File: config.mk
export PLATFORM = sky130hd
export DESIGN_NAME = fb_pixel_sink
export DESIGN_NICKNAME = d
export VERILOG_FILES = /design/src/rtl/fb_pkg.sv /design/src/rtl/pixel_fifo.sv /design/src/rtl/fb_pixel_sink.sv
export SDC_FILE = /design/constraint.sdc
export NUM_CORES = 1
export LEC_CHECK = 0
export ABC_AREA = 1
export CORE_ASPECT_RATIO = 0.8
export CORE_MARGIN = 4
export CORE_UTILIZATION = 35
export DETAILED_ROUTE_END_ITERATION = 16
export MAX_ROUTING_LAYER = met4
export PLACE_DENSITY = 0.52
export SETUP_SLACK_MARGIN = 0.3
export SYNTH_ARGS = -nofsm -noshare
export SYNTH_HDL_FRONTEND = slang
export SYNTH_HIERARCHICAL = 1
export SYNTH_SLANG_ARGS = --single-unit
File: constraint.sdc
create_clock -name clk -period 4.3 [get_ports clk]
set_input_delay 0.86 -clock clk [delete_from_list [all_inputs] [get_ports clk]]
set_output_delay 0.86 -clock clk [all_outputs]
set_load 0.03 [all_outputs]
File: src/rtl/fb_pkg.sv
// -----------------------------------------------------------------------------
// fb_pkg
// Shared definitions for the framebuffer pixel sink.
//   - FSM state encoding of the sink (IDLE / WRITE / CLEAR)
//   - RGB333 pixel width and framebuffer address width
//   - default framebuffer geometry (160 x 120)
//   - helper that truncates RGB888 to RGB333
// -----------------------------------------------------------------------------
package fb_pkg;

   localparam int FB_W_DEF = 160;
   localparam int FB_H_DEF = 120;
   localparam int RGB_W    = 9;
   localparam int ADDR_W   = 15;
   localparam int ENTRY_W  = ADDR_W + RGB_W;

   typedef enum logic [1:0] {
      IDLE  = 2'd0,
      WRITE = 2'd1,
      CLEAR = 2'd2
   } sink_state_t;

   // Keep the top three bits of each channel; no rounding.
   function automatic logic [RGB_W-1:0] rgb888_to_333(input logic [23:0] rgb);
      return {rgb[23:21], rgb[15:13], rgb[7:5]};
   endfunction

endpackage

File: src/rtl/pixel_fifo.sv
// -----------------------------------------------------------------------------
// pixel_fifo
// Synchronous show-ahead FIFO holding {address, colour} pixel entries.
// The head entry is visible on pop_data whenever empty=0; pop consumes it.
// A push while full is accepted only if a pop happens on the same edge.
// Ports:
//   clk       in   clock, rising edge
//   resetn    in   asynchronous active-low reset (empties the queue)
//   push      in   write request
//   push_data in   entry to write
//   pop       in   consume head entry
//   pop_data  out  head entry (valid when empty=0)
//   full      out  queue holds DEPTH entries
//   empty     out  queue holds no entries
// -----------------------------------------------------------------------------
module pixel_fifo #(
   parameter int DEPTH = 4,
   parameter int WIDTH = 24
) (
   input  logic             clk,
   input  logic             resetn,
   input  logic             push,
   input  logic [WIDTH-1:0] push_data,
   input  logic             pop,
   output logic [WIDTH-1:0] pop_data,
   output logic             full,
   output logic             empty
);

   localparam int PTR_W = $clog2(DEPTH);
   localparam logic [PTR_W:0] FULL_COUNT = (PTR_W+1)'(DEPTH);

   logic [WIDTH-1:0] mem [DEPTH];
   logic [PTR_W-1:0] wr_ptr_reg;
   logic [PTR_W-1:0] rd_ptr_reg;
   logic [PTR_W:0]   count_reg;
   logic             do_push;
   logic             do_pop;

   assign empty    = (count_reg == '0);
   assign full     = (count_reg == FULL_COUNT);
   assign do_pop   = pop && !empty;
   // A simultaneous pop frees a slot, so a push into a full queue still lands.
   assign do_push  = push && (!full || do_pop);
   assign pop_data = mem[rd_ptr_reg];

   // Storage carries no reset: contents are only meaningful behind count_reg.
   always_ff @(posedge clk) begin
      if (do_push) begin
         mem[wr_ptr_reg] <= push_data;
      end
   end

   // DEPTH is a power of two, so the pointers wrap on their own.
   always_ff @(posedge clk or negedge resetn) begin
      if (!resetn) begin
         wr_ptr_reg <= '0;
         rd_ptr_reg <= '0;
         count_reg  <= '0;
      end else begin
         if (do_push) begin
            wr_ptr_reg <= wr_ptr_reg + 1'b1;
         end
         if (do_pop) begin
            rd_ptr_reg <= rd_ptr_reg + 1'b1;
         end
         case ({do_push, do_pop})
            2'b10:   count_reg <= count_reg + 1'b1;
            2'b01:   count_reg <= count_reg - 1'b1;
            default: count_reg <= count_reg;
         endcase
      end
   end

endmodule

File: src/rtl/fb_pixel_sink.sv
// -----------------------------------------------------------------------------
// fb_pixel_sink
// Accepts pixels from a shared draw bus, converts them to RGB333 framebuffer
// words and writes them out through a ready/hold handshake. Also performs a
// full-screen fill on request once queued pixels have drained.
// Ports:
//   clk          in   sole clock, rising edge
//   resetn       in   asynchronous active-low reset
//   draw_enable  in   pixel strobe, one pixel per high cycle
//   x_in, y_in   in   pixel column / row
//   rgb_in       in   RGB888 colour
//   clear_req    in   single-cycle fill request
//   clear_color  in   RGB333 fill colour, sampled with clear_req
//   fb_ready     in   framebuffer accepts the presented write this cycle
//   fb_addr      out  framebuffer word address
//   fb_data      out  RGB333 pixel colour
//   fb_we        out  write request, held until accepted
//   busy         out  queue non-empty, write pending, or clear pending/active
//   clear_done   out  one-cycle pulse after the last fill write retires
//   overflow     out  sticky: a pixel was lost to a full queue
//   drop_count   out  saturating count of off-screen pixels
// -----------------------------------------------------------------------------
module fb_pixel_sink
   import fb_pkg::*;
#(
   parameter int FIFO_DEPTH = 4,
   parameter int FB_W       = FB_W_DEF,
   parameter int FB_H       = FB_H_DEF
) (
   input  logic              clk,
   input  logic              resetn,
   input  logic              draw_enable,
   input  logic [7:0]        x_in,
   input  logic [7:0]        y_in,
   input  logic [23:0]       rgb_in,
   input  logic              clear_req,
   input  logic [RGB_W-1:0]  clear_color,
   input  logic              fb_ready,
   output logic [ADDR_W-1:0] fb_addr,
   output logic [RGB_W-1:0]  fb_data,
   output logic              fb_we,
   output logic              busy,
   output logic              clear_done,
   output logic              overflow,
   output logic [7:0]        drop_count
);

   localparam logic [ADDR_W-1:0] LAST_ADDR = ADDR_W'(FB_W * FB_H - 1);

   sink_state_t       state_reg, state_next;
   logic [ADDR_W-1:0] fb_addr_reg, addr_next;
   logic [RGB_W-1:0]  fb_data_reg, data_next;
   logic              fb_we_reg, we_next;
   logic              clear_pending_reg, clear_pending_next;
   logic [RGB_W-1:0]  clear_color_reg, clear_color_next;
   logic              clear_done_reg, clear_done_next;
   logic              overflow_reg;
   logic [7:0]        drop_count_reg;

   logic [ADDR_W-1:0]  pix_addr;
   logic               bus_parity;
   logic               bus_known;
   logic               on_screen;
   logic               draw_push;
   logic               draw_drop;
   logic               fifo_pop;
   logic               fifo_full;
   logic               fifo_empty;
   logic [ENTRY_W-1:0] fifo_head;
   logic [ADDR_W-1:0]  head_addr;
   logic [RGB_W-1:0]   head_data;

   // An undriven bus (X/Z on any pixel field) turns the reduction XOR into X,
   // which fails both identity tests. Two-state tools and synthesis see a
   // constant 1 here, so no hardware results from it.
   assign bus_parity = ^{x_in, y_in, rgb_in};
   assign bus_known  = (bus_parity === 1'b0) || (bus_parity === 1'b1);

   assign on_screen  = (32'(x_in) < FB_W) && (32'(y_in) < FB_H);
   assign draw_push  = draw_enable && bus_known && on_screen;
   assign draw_drop  = draw_enable && bus_known && !on_screen;

   // Row-major address; the default 160-wide screen uses y*128 + y*32.
   generate
      if (FB_W == 160) begin : g_addr_shift
         assign pix_addr = (ADDR_W'(y_in) << 7) + (ADDR_W'(y_in) << 5) + ADDR_W'(x_in);
      end else begin : g_addr_mul
         assign pix_addr = ADDR_W'(32'(y_in) * FB_W + 32'(x_in));
      end
   endgenerate

   pixel_fifo #(
      .DEPTH (FIFO_DEPTH),
      .WIDTH (ENTRY_W)
   ) u_fifo (
      .clk       (clk),
      .resetn    (resetn),
      .push      (draw_push),
      .push_data ({pix_addr, rgb888_to_333(rgb_in)}),
      .pop       (fifo_pop),
      .pop_data  (fifo_head),
      .full      (fifo_full),
      .empty     (fifo_empty)
   );

   assign head_addr = fifo_head[ENTRY_W-1:RGB_W];
   assign head_data = fifo_head[RGB_W-1:0];

   // FSM state and output registers
   always_ff @(posedge clk or negedge resetn) begin
      if (!resetn) begin
         state_reg         <= IDLE;
         fb_addr_reg       <= '0;
         fb_data_reg       <= '0;
         fb_we_reg         <= 1'b0;
         clear_pending_reg <= 1'b0;
         clear_color_reg   <= '0;
         clear_done_reg    <= 1'b0;
      end else begin
         state_reg         <= state_next;
         fb_addr_reg       <= addr_next;
         fb_data_reg       <= data_next;
         fb_we_reg         <= we_next;
         clear_pending_reg <= clear_pending_next;
         clear_color_reg   <= clear_color_next;
         clear_done_reg    <= clear_done_next;
      end
   end

   // FSM next-state and output logic
   always_comb begin
      state_next         = state_reg;
      addr_next          = fb_addr_reg;
      data_next          = fb_data_reg;
      we_next            = fb_we_reg;
      clear_pending_next = clear_pending_reg;
      clear_color_next   = clear_color_reg;
      clear_done_next    = 1'b0;
      fifo_pop           = 1'b0;

      case (state_reg)
         IDLE: begin
            // Queued pixels take priority so a pending fill never overtakes them.
            if (!fifo_empty) begin
               fifo_pop   = 1'b1;
               addr_next  = head_addr;
               data_next  = head_data;
               we_next    = 1'b1;
               state_next = WRITE;
            end else if (clear_pending_reg) begin
               clear_pending_next = 1'b0;
               addr_next          = '0;
               data_next          = clear_color_reg;
               we_next            = 1'b1;
               state_next         = CLEAR;
            end
         end
         WRITE: begin
            if (fb_ready) begin
               if (!fifo_empty) begin
                  fifo_pop  = 1'b1;
                  addr_next = head_addr;
                  data_next = head_data;
               end else begin
                  we_next    = 1'b0;
                  state_next = IDLE;
               end
            end
         end
         CLEAR: begin
            if (fb_ready) begin
               if (fb_addr_reg == LAST_ADDR) begin
                  we_next         = 1'b0;
                  clear_done_next = 1'b1;
                  state_next      = IDLE;
               end else begin
                  addr_next = fb_addr_reg + 1'b1;
               end
            end
         end
         default: begin
            we_next    = 1'b0;
            state_next = IDLE;
         end
      endcase

      // Only one fill can be outstanding; later requests are dropped.
      if (clear_req && !clear_pending_reg && (state_reg != CLEAR)) begin
         clear_pending_next = 1'b1;
         clear_color_next   = clear_color;
      end
   end

   // Sticky overflow and saturating off-screen counter
   always_ff @(posedge clk or negedge resetn) begin
      if (!resetn) begin
         overflow_reg   <= 1'b0;
         drop_count_reg <= '0;
      end else begin
         if (draw_push && fifo_full && !fifo_pop) begin
            overflow_reg <= 1'b1;
         end
         if (draw_drop && (drop_count_reg != 8'hFF)) begin
            drop_count_reg <= drop_count_reg + 8'd1;
         end
      end
   end

   assign fb_addr    = fb_addr_reg;
   assign fb_data    = fb_data_reg;
   assign fb_we      = fb_we_reg;
   assign clear_done = clear_done_reg;
   assign overflow   = overflow_reg;
   assign drop_count = drop_count_reg;
   assign busy       = !fifo_empty || fb_we_reg || clear_pending_reg || (state_reg == CLEAR);

endmodule

==> results of run 1 <==
==> cells by family after synthesis <==
logic type,after synthesis,share of synthesized area
compound gates,154,0.119
xor+xnor,13,0.0155
fa+ha+maj,28,0.0506
buf+inv,95,0.0537
flops,150,0.575
simple gates,302,0.187
==> through the flow <==
stage | setup WS [ns] | util
after global routing | 1.09 | 0.436
after CTS | 1.21 | 0.436
after detailed placement | 0.850 | 0.406
after global placement | 0.907 | 0.406
final | 1.23 | 0.436
after floorplan | 1.18 | -
==> Yosys cell counts (2+ instances only) <==
master    number
nand2_2        8
buf_4          5
nand2_1      102
ha_1          25
xnor2_1        5
a31oi_1        2
nand3b_1       7
nor2_2         6
clkbuf_1       9
dfrtp_1       54
buf_2          6
nor2_1       137
fa_1           3
nand4_1        7
inv_1         68
nor2_8         2
inv_2          4
a21oi_1       35
o21ai_0       71
a21boi_0       8
nand2_4        2
o22ai_1       24
nand3_4        3
nand3_2        2
xor2_1         8
o21bai_1       5
edfxtp_1      96
nand3_1       20
o21ai_1        2
==> final timing paths <==
| path | startpoint | to | cells past startpoint |
|---|---|---|---|
| min in group clk | overflow$_DFFE_PN0P_ | overflow$_DFFE_PN0P_ | 1 |
| max | state_reg[0]$_DFFE_PN0P_ | busy | 5 |
| max in group asynchronous | resetn | u_fifo/wr_ptr_reg[0]$_DFFE_PN0P_ | 2 |
| max reg2reg | u_fifo/count_reg[2]$_DFFE_PN0P_ | u_fifo/mem[1][9]$_DFFE_PP_ | 10 |
| min | resetn | fb_addr[11]$_DFFE_PN0P_ | 1 |
| min reg2reg | overflow$_DFFE_PN0P_ | overflow$_DFFE_PN0P_ | 1 |
==> per-layer routing <==
layer / vias to the layer above / part of all wire / global-route usage
li1: 2669 / - / -
met1: 2517 / 0.48 / 0.196
met2: 113 / 0.47 / 0.231
met3: 10 / 0.046 / 0.0396
met4: 0 / 0.0075 / 0.0381
met5: - / 0 / -
==> power by group through the flow <==
stage | clock (mW) | sequential [mW] | combinational [mW]
global placement | 0 | 2.12 | 2.66
global route | 1.66 | 2.14 | 3.03
finish | 1.55 | 2.11 | 2.71
floorplan | 0 | 2.36 | 1.65
detailed placement | 0 | 2.14 | 2.73
CTS | 1.59 | 2.11 | 2.73
==> layout make-up <==
| type | count | area share |
|---|---|---|
| clock buffers | 21 | 0.0557 |
| well taps | 269 | 0.0373 |
| repair buffers | 82 | 0.0881 |
| inverters | 74 | 0.0313 |
| clock inverters | 11 | 0.0151 |
| flip-flops and latches | 150 | 0.469 |
| multi-input cells | 497 | 0.304 |
==> impl_metrics.ini, run 1 <==
[routing]
drt_iter0_markers = 331
wl_per_cell_um = 15.0
viasPerCell = 4.81
drc = 0
antenna_left = 0
dr.pass1.iters = 4
wl_um = 16600
vias = 5309

[sta]
whs_ns = 0.472
hold_viol = 0
tightest_slew_ns = 0.809
relSlewSlack = 0.460
layout_min_cycle_time_ns = 3.07
slew_viol_final = 0
period_share = 0.714
finalClockSkew_ns = 0.0123
fin_tns_setup_ns = 0
max_clock_freq_mhz = 326
setup_viol = 0
rsz0062_at_grt = false

[die]
die_width_um = 170
rows = 47
coreArea_um2 = 20700
die_h_um = 138
pin_count = 90
start_util = 0.356
die_area_um2 = 23400

[pwr]
irDropWorstVdd_v = 0.000338
power.density_nw_per_um2 = 705
switching_share = 0.404
combPwrFrac = 0.425
p_sw_mw = 2.57
power_mw = 6.37
p_int_mw = 3.80
p_leak_nw = 3.66
p_clk_frac = 0.244
p_seq_frac = 0.331

[setup_path]
reg2reg_setup_slack_ns = 1.74
cpLargestDelayFamily = buffers and inverters
crit_buf_inv = 2
critPathRequiredTime_ns = 3.44
path_cells = inv_1 > ha_1 > nor2_1 > nand2_1 > clkdlybuf4s50_1
crit_slowest_cell = clkdlybuf4s50_1
crit_fanout = 8
slowest_delay_ns = 0.67
worst-setup-path-type = register to output port
critPathArrivalTime_ns = 2.21
cp-start-kind = register
cp-end-kind = output port

[clock_tree]
clock_tree.htree_level_count = 4
numCtsBuffers = 17
clk_latency_ns = 0.42
cts_setup_buffers = 0
ctsHoldBuffers = 0
clk_pin_slew_ns = 0.06
cts_tree = done
clk_path_buf_depth = 2
cts_root_buffer = clkbuf_16
post_cts_resized = 0
clkSinkCount = 150

[placed_design]
post-place-cells = 1072
port-buffer-count = 74
place_area_um2 = 8400
hpwl_um = 11400
gp_congestion = 0.846

[finish]
n_fill_cell = 1964
multi_input_area_um2 = 2750
largest_register_ffs = 96
ff_latch_area_um2 = 4230
nNetsFinal = 904
final_common_cell = nor2_1
area_growth_pct = 22.7
layout_common_cells = 133 x nor2_1, 102 x nand2_1, 96 x edfxtp_1
diodes = 0
design_area_um2 = 9030
layout-drive-gt1-share = 0.0958
final_cells = 1104

[yosys]
yosysTopAreaCellShare = 0.391
synth_area_leaders = edfxtp_1 39%, dfrtp_1 18%, nor2_1 7.0%
synth_top_area_cell = edfxtp_1
ys_seq_area_frac = 0.575
syn-cell-area_um2 = 7370
synth_edf_count = 96
async_flop_share = 0.360
syn_nets = 824
yosysWarnings = 6
synth.distinct_cells = 45
syn_inst = 742
synth.ff_latch_count = 150
synth.avg_cell_area_um2 = 9.93
synth_flop_cell = edfxtp_1

[global_route]
grt_pass1_wl_um = 26400
grt_max_degree = 50
grt_pass1_vias = 5156
antenna_found_initial = 0
grt_overflow_total = 0
gr-usage-all-layers = 0.149

[flow_run]
drv_cap = 0

[worst_hold_path]
hold_path_class = input pin to asynchronous set/reset pin

[run_status]
status = completed
(Power assumes the default switching activity.)
==> run 2, diff against run 1 <==
--- a/config.mk
+++ b/config.mk
@@ -11,7 +11,7 @@
 export CORE_UTILIZATION = 35
 export DETAILED_ROUTE_END_ITERATION = 16
 export MAX_ROUTING_LAYER = met4
-export PLACE_DENSITY = 0.52
+export PLACE_DENSITY = 0.54
 export SETUP_SLACK_MARGIN = 0.3
 export SYNTH_ARGS = -nofsm -noshare
 export SYNTH_HDL_FRONTEND = slang
==> constraint.sdc (replaced) <==
create_clock -name clk -period 2.6 [get_ports clk]
set_input_delay 0.52 -clock clk [delete_from_list [all_inputs] [get_ports clk]]
set_output_delay 0.52 -clock clk [all_outputs]
set_load 0.03 [all_outputs]
==> impl_metrics.ini, run 2 (same netlist as run 1, synthesis figures left out) <==
[clock_tree]
clkSinkCount = 150
clk_latency_ns = 0.43
clk_path_buf_depth = 2
cts_tree = done
numCtsBuffers = 17
clock_tree.htree_level_count = 4
clk_pin_slew_ns = 0.06
cts_root_buffer = clkbuf_16
ctsHoldBuffers = 0

[routing]
drc = 0
dr.pass1.iters = 4
antenna_left = 0
wl_um = 16400
drt_iter0_markers = 306
wl_per_cell_um = 14.6
viasPerCell = 4.71
vias = 5297

[sta]
tightest_slew_ns = 0.595
slew_viol_final = 0
relSlewSlack = 0.603
layout_min_cycle_time_ns = 2.19
period_share = 0.842
rsz0062_at_grt = false
fin_tns_setup_ns = 0
setup_viol = 0
max_clock_freq_mhz = 457
whs_ns = 0.0193
finalClockSkew_ns = 0.0112
setup_slack_ns = 0.410
hold_viol = 0

[placed_design]
gp_congestion = 0.781
hpwl_um = 11400
post-place-cells = 1091
port-buffer-count = 74
preCtsSetupSlack_ns = -0.243
place_area_um2 = 8640

[global_route]
grt_pass1_vias = 4927
antenna_found_initial = 0
gr-usage-all-layers = 0.149
grt_overflow_total = 0
grt_max_degree = 50
grt_pass1_wl_um = 26200

[finish]
final_cells = 1125
layout-drive-gt1-share = 0.134
design_area_um2 = 9350
ff_latch_area_um2 = 4230
utilization = 0.452
nNetsFinal = 925
diodes = 0
layout_common_cells = 133 x nor2_1, 99 x nand2_1, 96 x edfxtp_1
area_growth_pct = 26.9
multi_input_area_um2 = 2840
final_common_cell = nor2_1
largest_register_ffs = 96
n_fill_cell = 1979

[setup_path]
crit_fanout = 4
reg2reg_depth = 13
r2r-end = u_fifo/count_reg[2]$_DFFE_PN0P_
rr_startpoint = u_fifo/count_reg[2]$_DFFE_PN0P_
critPathRequiredTime_ns = 2.82
worst-setup-path-type = input pin to register
cp-end-kind = register
critPathArrivalTime_ns = 2.41
reg2reg_setup_slack_ns = 0.46
cp-start-kind = input pin

[die]
rows = 47
start_util = 0.356
pin_count = 90
die_width_um = 170
die_h_um = 138
die_area_um2 = 23400
coreArea_um2 = 20700

[pwr]
p_leak_nw = 3.80
power.density_nw_per_um2 = 1150
power_mw = 10.7
irDropWorstVdd_v = 0.000451

[run_status]
status = completed

[flow_run]
drv_cap = 0

[worst_hold_path]
hold_path_class = input pin to asynchronous set/reset pin
[run 2: changes by cell type in the layout (fill, tap and decap cells not counted), moves of 3 or more]
cell,previous run,this run
buf_4,8,23
buf_12,0,6
clkdlybuf4s50_1,73,69
nor2_2,10,6
nor2_4,1,5
clkinv_4,5,2
dlymetal6s2s_1,0,3
ha_1,25,22
inv_1,68,65
inv_2,4,7
inv_6,2,5
nand2_1,102,99
o21ai_0,71,68
[run 2: how the worst max path moves through the flow]
| stage | start | endpoint | slack, ns | depth (start not counted) |
|---|---|---|---|---|
| 5_1_grt | y_in[1] | u_fifo/mem[3][21]$_DFFE_PP_ | 0.31 | 8 |
| 3_3_place_gp | x_in[7] | u_fifo/mem[2][23]$_DFFE_PP_ | -0.25 | 8 |
| 4_1_cts | u_fifo/count_reg[0]$_DFFE_PN0P_ | busy | 0.27 | 7 |
| 3_5_place_dp | x_in[7] | u_fifo/mem[0][23]$_DFFE_PP_ | -0.24 | 8 |
| 6_report | y_in[1] | u_fifo/mem[1][19]$_DFFE_PP_ | 0.41 | 8 |
| 2_1_floorplan | x_in[7] | u_fifo/mem[0][23]$_DFFE_PP_ | 0.33 | 7 |
[run 2: per-layer routing]
metal	routed length, um	up-vias	GRT usage
met5	0	-	-
met4	157	0	0.0439
met3	786	13	0.0333
met2	7040	125	0.207
met1	8460	2443	0.219
li1	-	2716	-
[run 2: repair_timing]
item,4_1_cts,5_1_grt
setup buffers,0,2
gates resized for setup,7,19
endpoints found under the setup margin,17,100
hold endpoints to repair,0,0
pin swaps,4,10
[run 2: layout make-up]
| cell class | instances | area share |
|---|---|---|
| Sequential cell | 150 | 0.453 |
| Multi-Input combinational cell | 497 | 0.303 |
| Timing Repair Buffer | 103 | 0.110 |
| Clock buffer | 19 | 0.0463 |
| Tap cell | 269 | 0.0360 |
| Inverter | 74 | 0.0303 |
| Clock inverter | 13 | 0.0209 |
[run 2: power breakdown]
group / leakage [nW] / switching, mW / internal, mW
clock: 0.295 / 0.982 / 1.62
sequential: 1.52 / 0.398 / 3.09
combinational: 1.98 / 2.92 / 1.73
total: 3.80 / 4.30 / 6.43
[run 2: critical path, cell delays in order]
cell,delay [ns]
clkdlybuf4s50_1,0.43
ha_1,0.29
ha_2,0.18
inv_1,0.06
fa_2,0.36
o21ai_2,0.19
buf_4,0.13
xor2_1,0.24
==> run 3, diff against run 2 <==
==> constraint.sdc (replaced) <==
create_clock -name clk -period 1.85 [get_ports clk]
set_input_delay 0.37 -clock clk [delete_from_list [all_inputs] [get_ports clk]]
set_output_delay 0.37 -clock clk [all_outputs]
set_load 0.03 [all_outputs]
==> impl_metrics.ini, run 3 (same netlist as run 1, synthesis figures left out) <==
[finish]
layout-drive-gt1-share = 0.349
layout_common_cells = 115 x nor2_1, 96 x edfxtp_1, 85 x nand2_1
final_cells = 1194
area_growth_pct = 43.1
diodes = 0
design_area_um2 = 10500
largest_register_ffs = 96
final_common_cell = nor2_1
nNetsFinal = 994

[flow_run]
drv_cap = 0

[clock_tree]
clkSinkCount = 150
cts_tree = done
clk_path_buf_depth = 2
clock_tree.htree_level_count = 4
clk_latency_ns = 0.42
clk_pin_slew_ns = 0.06
cts_root_buffer = clkbuf_16
numCtsBuffers = 17

[sta]
max_clock_freq_mhz = 519
setup_slack_ns = -0.0753
hold_viol = 0
fin_tns_setup_ns = -2.06
period_share = 1.04
setup_viol = 67
finalClockSkew_ns = 0.00919
rsz0062_at_grt = true
slew_viol_final = 0
relSlewSlack = 0.713
layout_min_cycle_time_ns = 1.93
tightest_slew_ns = 0.430

[die]
rows = 47
die_area_um2 = 23400
die_h_um = 138
die_width_um = 170
pin_count = 90
coreArea_um2 = 20700
start_util = 0.356

[routing]
wl_um = 17700
viasPerCell = 4.75
wl_per_cell_um = 14.8
dr.pass1.iters = 5
antenna_left = 0
drc = 0
drt_iter0_markers = 332
vias = 5671

[setup_path]
critPathRequiredTime_ns = 1.48
worst-setup-path-type = register to output port
r2r-end = u_fifo/mem[3][5]$_DFFE_PP_
rr_startpoint = state_reg[0]$_DFFE_PN0P_
cp-startpoint = state_reg[1]$_DFFE_PN0P_
reg2reg_setup_slack_ns = -0.06
critPathArrivalTime_ns = 1.56
crit_fanout = 5
cp-start-kind = register
cp-end-kind = output port
reg2reg_depth = 9
endpoint = busy

[global_route]
grt_pass1_wl_um = 28600
grt_pass1_vias = 5489
antenna_found_initial = 0
gr-usage-all-layers = 0.161
grt_overflow_total = 0
grt_max_degree = 26

[worst_hold_path]
hold_path_class = input pin to register

[placed_design]
port-buffer-count = 74
preCtsSetupSlack_ns = -0.862
place_area_um2 = 9130
hpwl_um = 12000
post-place-cells = 1133
gp_congestion = 0.815

[run_status]
violations = negative setup slack
status = finished, violations left

[pwr]
irDropWorstVdd_v = 0.000629
power.density_nw_per_um2 = 1650
p_leak_nw = 4.30
power_mw = 17.4
-- run 3: changes by cell type in the layout (fill, tap and decap cells not counted), sizes merged, moves of 2 or more --
cell / before / now
clkinv: 3 / 5
clkdlybuf4s15: 0 / 3
dlygate4sd2: 0 / 5
clkbuf: 19 / 24
dlymetal6s2s: 3 / 0
buf: 31 / 126
clkdlybuf4s50: 69 / 26
-- run 3: layout make-up --
type	instances	area, um^2
Clock inverter	15	191
Clock buffer	17	425
Tap cell	269	337
Multi-Input combinational cell	500	3400
Inverter	74	319
Timing Repair inverter	1	16.3
Timing Repair Buffer	168	1590
Sequential cell	150	4250
Fill cell	1876	10200
-- run 3: metrics by stage --
| stage | utilization | hold WS (ns) |
|---|---|---|
| 4_1_cts | 0.501 | 0.367 |
| 6_report | 0.509 | 0.378 |
| 2_1_floorplan | - | 0.0744 |
| 3_5_place_dp | 0.441 | 0.338 |
| 5_1_grt | 0.509 | 0.358 |
| 3_3_place_gp | 0.441 | 0.332 |
-- run 3: worst min path at each step --
stage,from,endpoint,slack [ns],depth (start not counted)
after CTS,y_in[0],u_fifo/mem[1][14]$_DFFE_PP_,0.37,2
after global routing,y_in[0],u_fifo/mem[1][14]$_DFFE_PP_,0.36,2
final,y_in[0],u_fifo/mem[1][14]$_DFFE_PP_,0.38,2
after floorplan,resetn,clear_color_reg[0]$_DFFE_PN0P_,0.07,0
after global placement,resetn,fb_addr[13]$_DFFE_PN0P_,0.33,1
after detailed placement,resetn,fb_addr[13]$_DFFE_PN0P_,0.34,1
-- run 3: critical path, stage by stage (launching register included) --
cell and delay, ns:
dfrtp_1 0.39, buf_4 0.15, ha_2 0.24, nor2_2 0.14, nand2_1 0.08, buf_6 0.14
-- run 3: layer usage --
layer,GRT usage,part of all wire,up-vias
met2,0.241,0.45,107
met5,-,0,-
met4,0.0381,0.0085,0
li1,-,-,2866
met3,0.0413,0.051,15
met1,0.221,0.49,2683
-- run 3: report_power, final --
group	switching [mW]	leakage, nW	internal (mW)
Clock	1.46	0.294	2.16
Sequential	0.641	1.50	4.37
Combinational	4.99	2.51	3.74
-- run 3: what timing repair did --
| action | CTS | global route |
|---|---|---|
| hold endpoints to repair | 14 | 0 |
| hold buffers | 1 | 0 |
| cloned | 7 | 1 |
| endpoints found under the setup margin | 202 | 180 |
| pin swaps | 54 | 33 |
| resized for setup | 258 | 78 |
| buffers inserted | 16 | 4 |
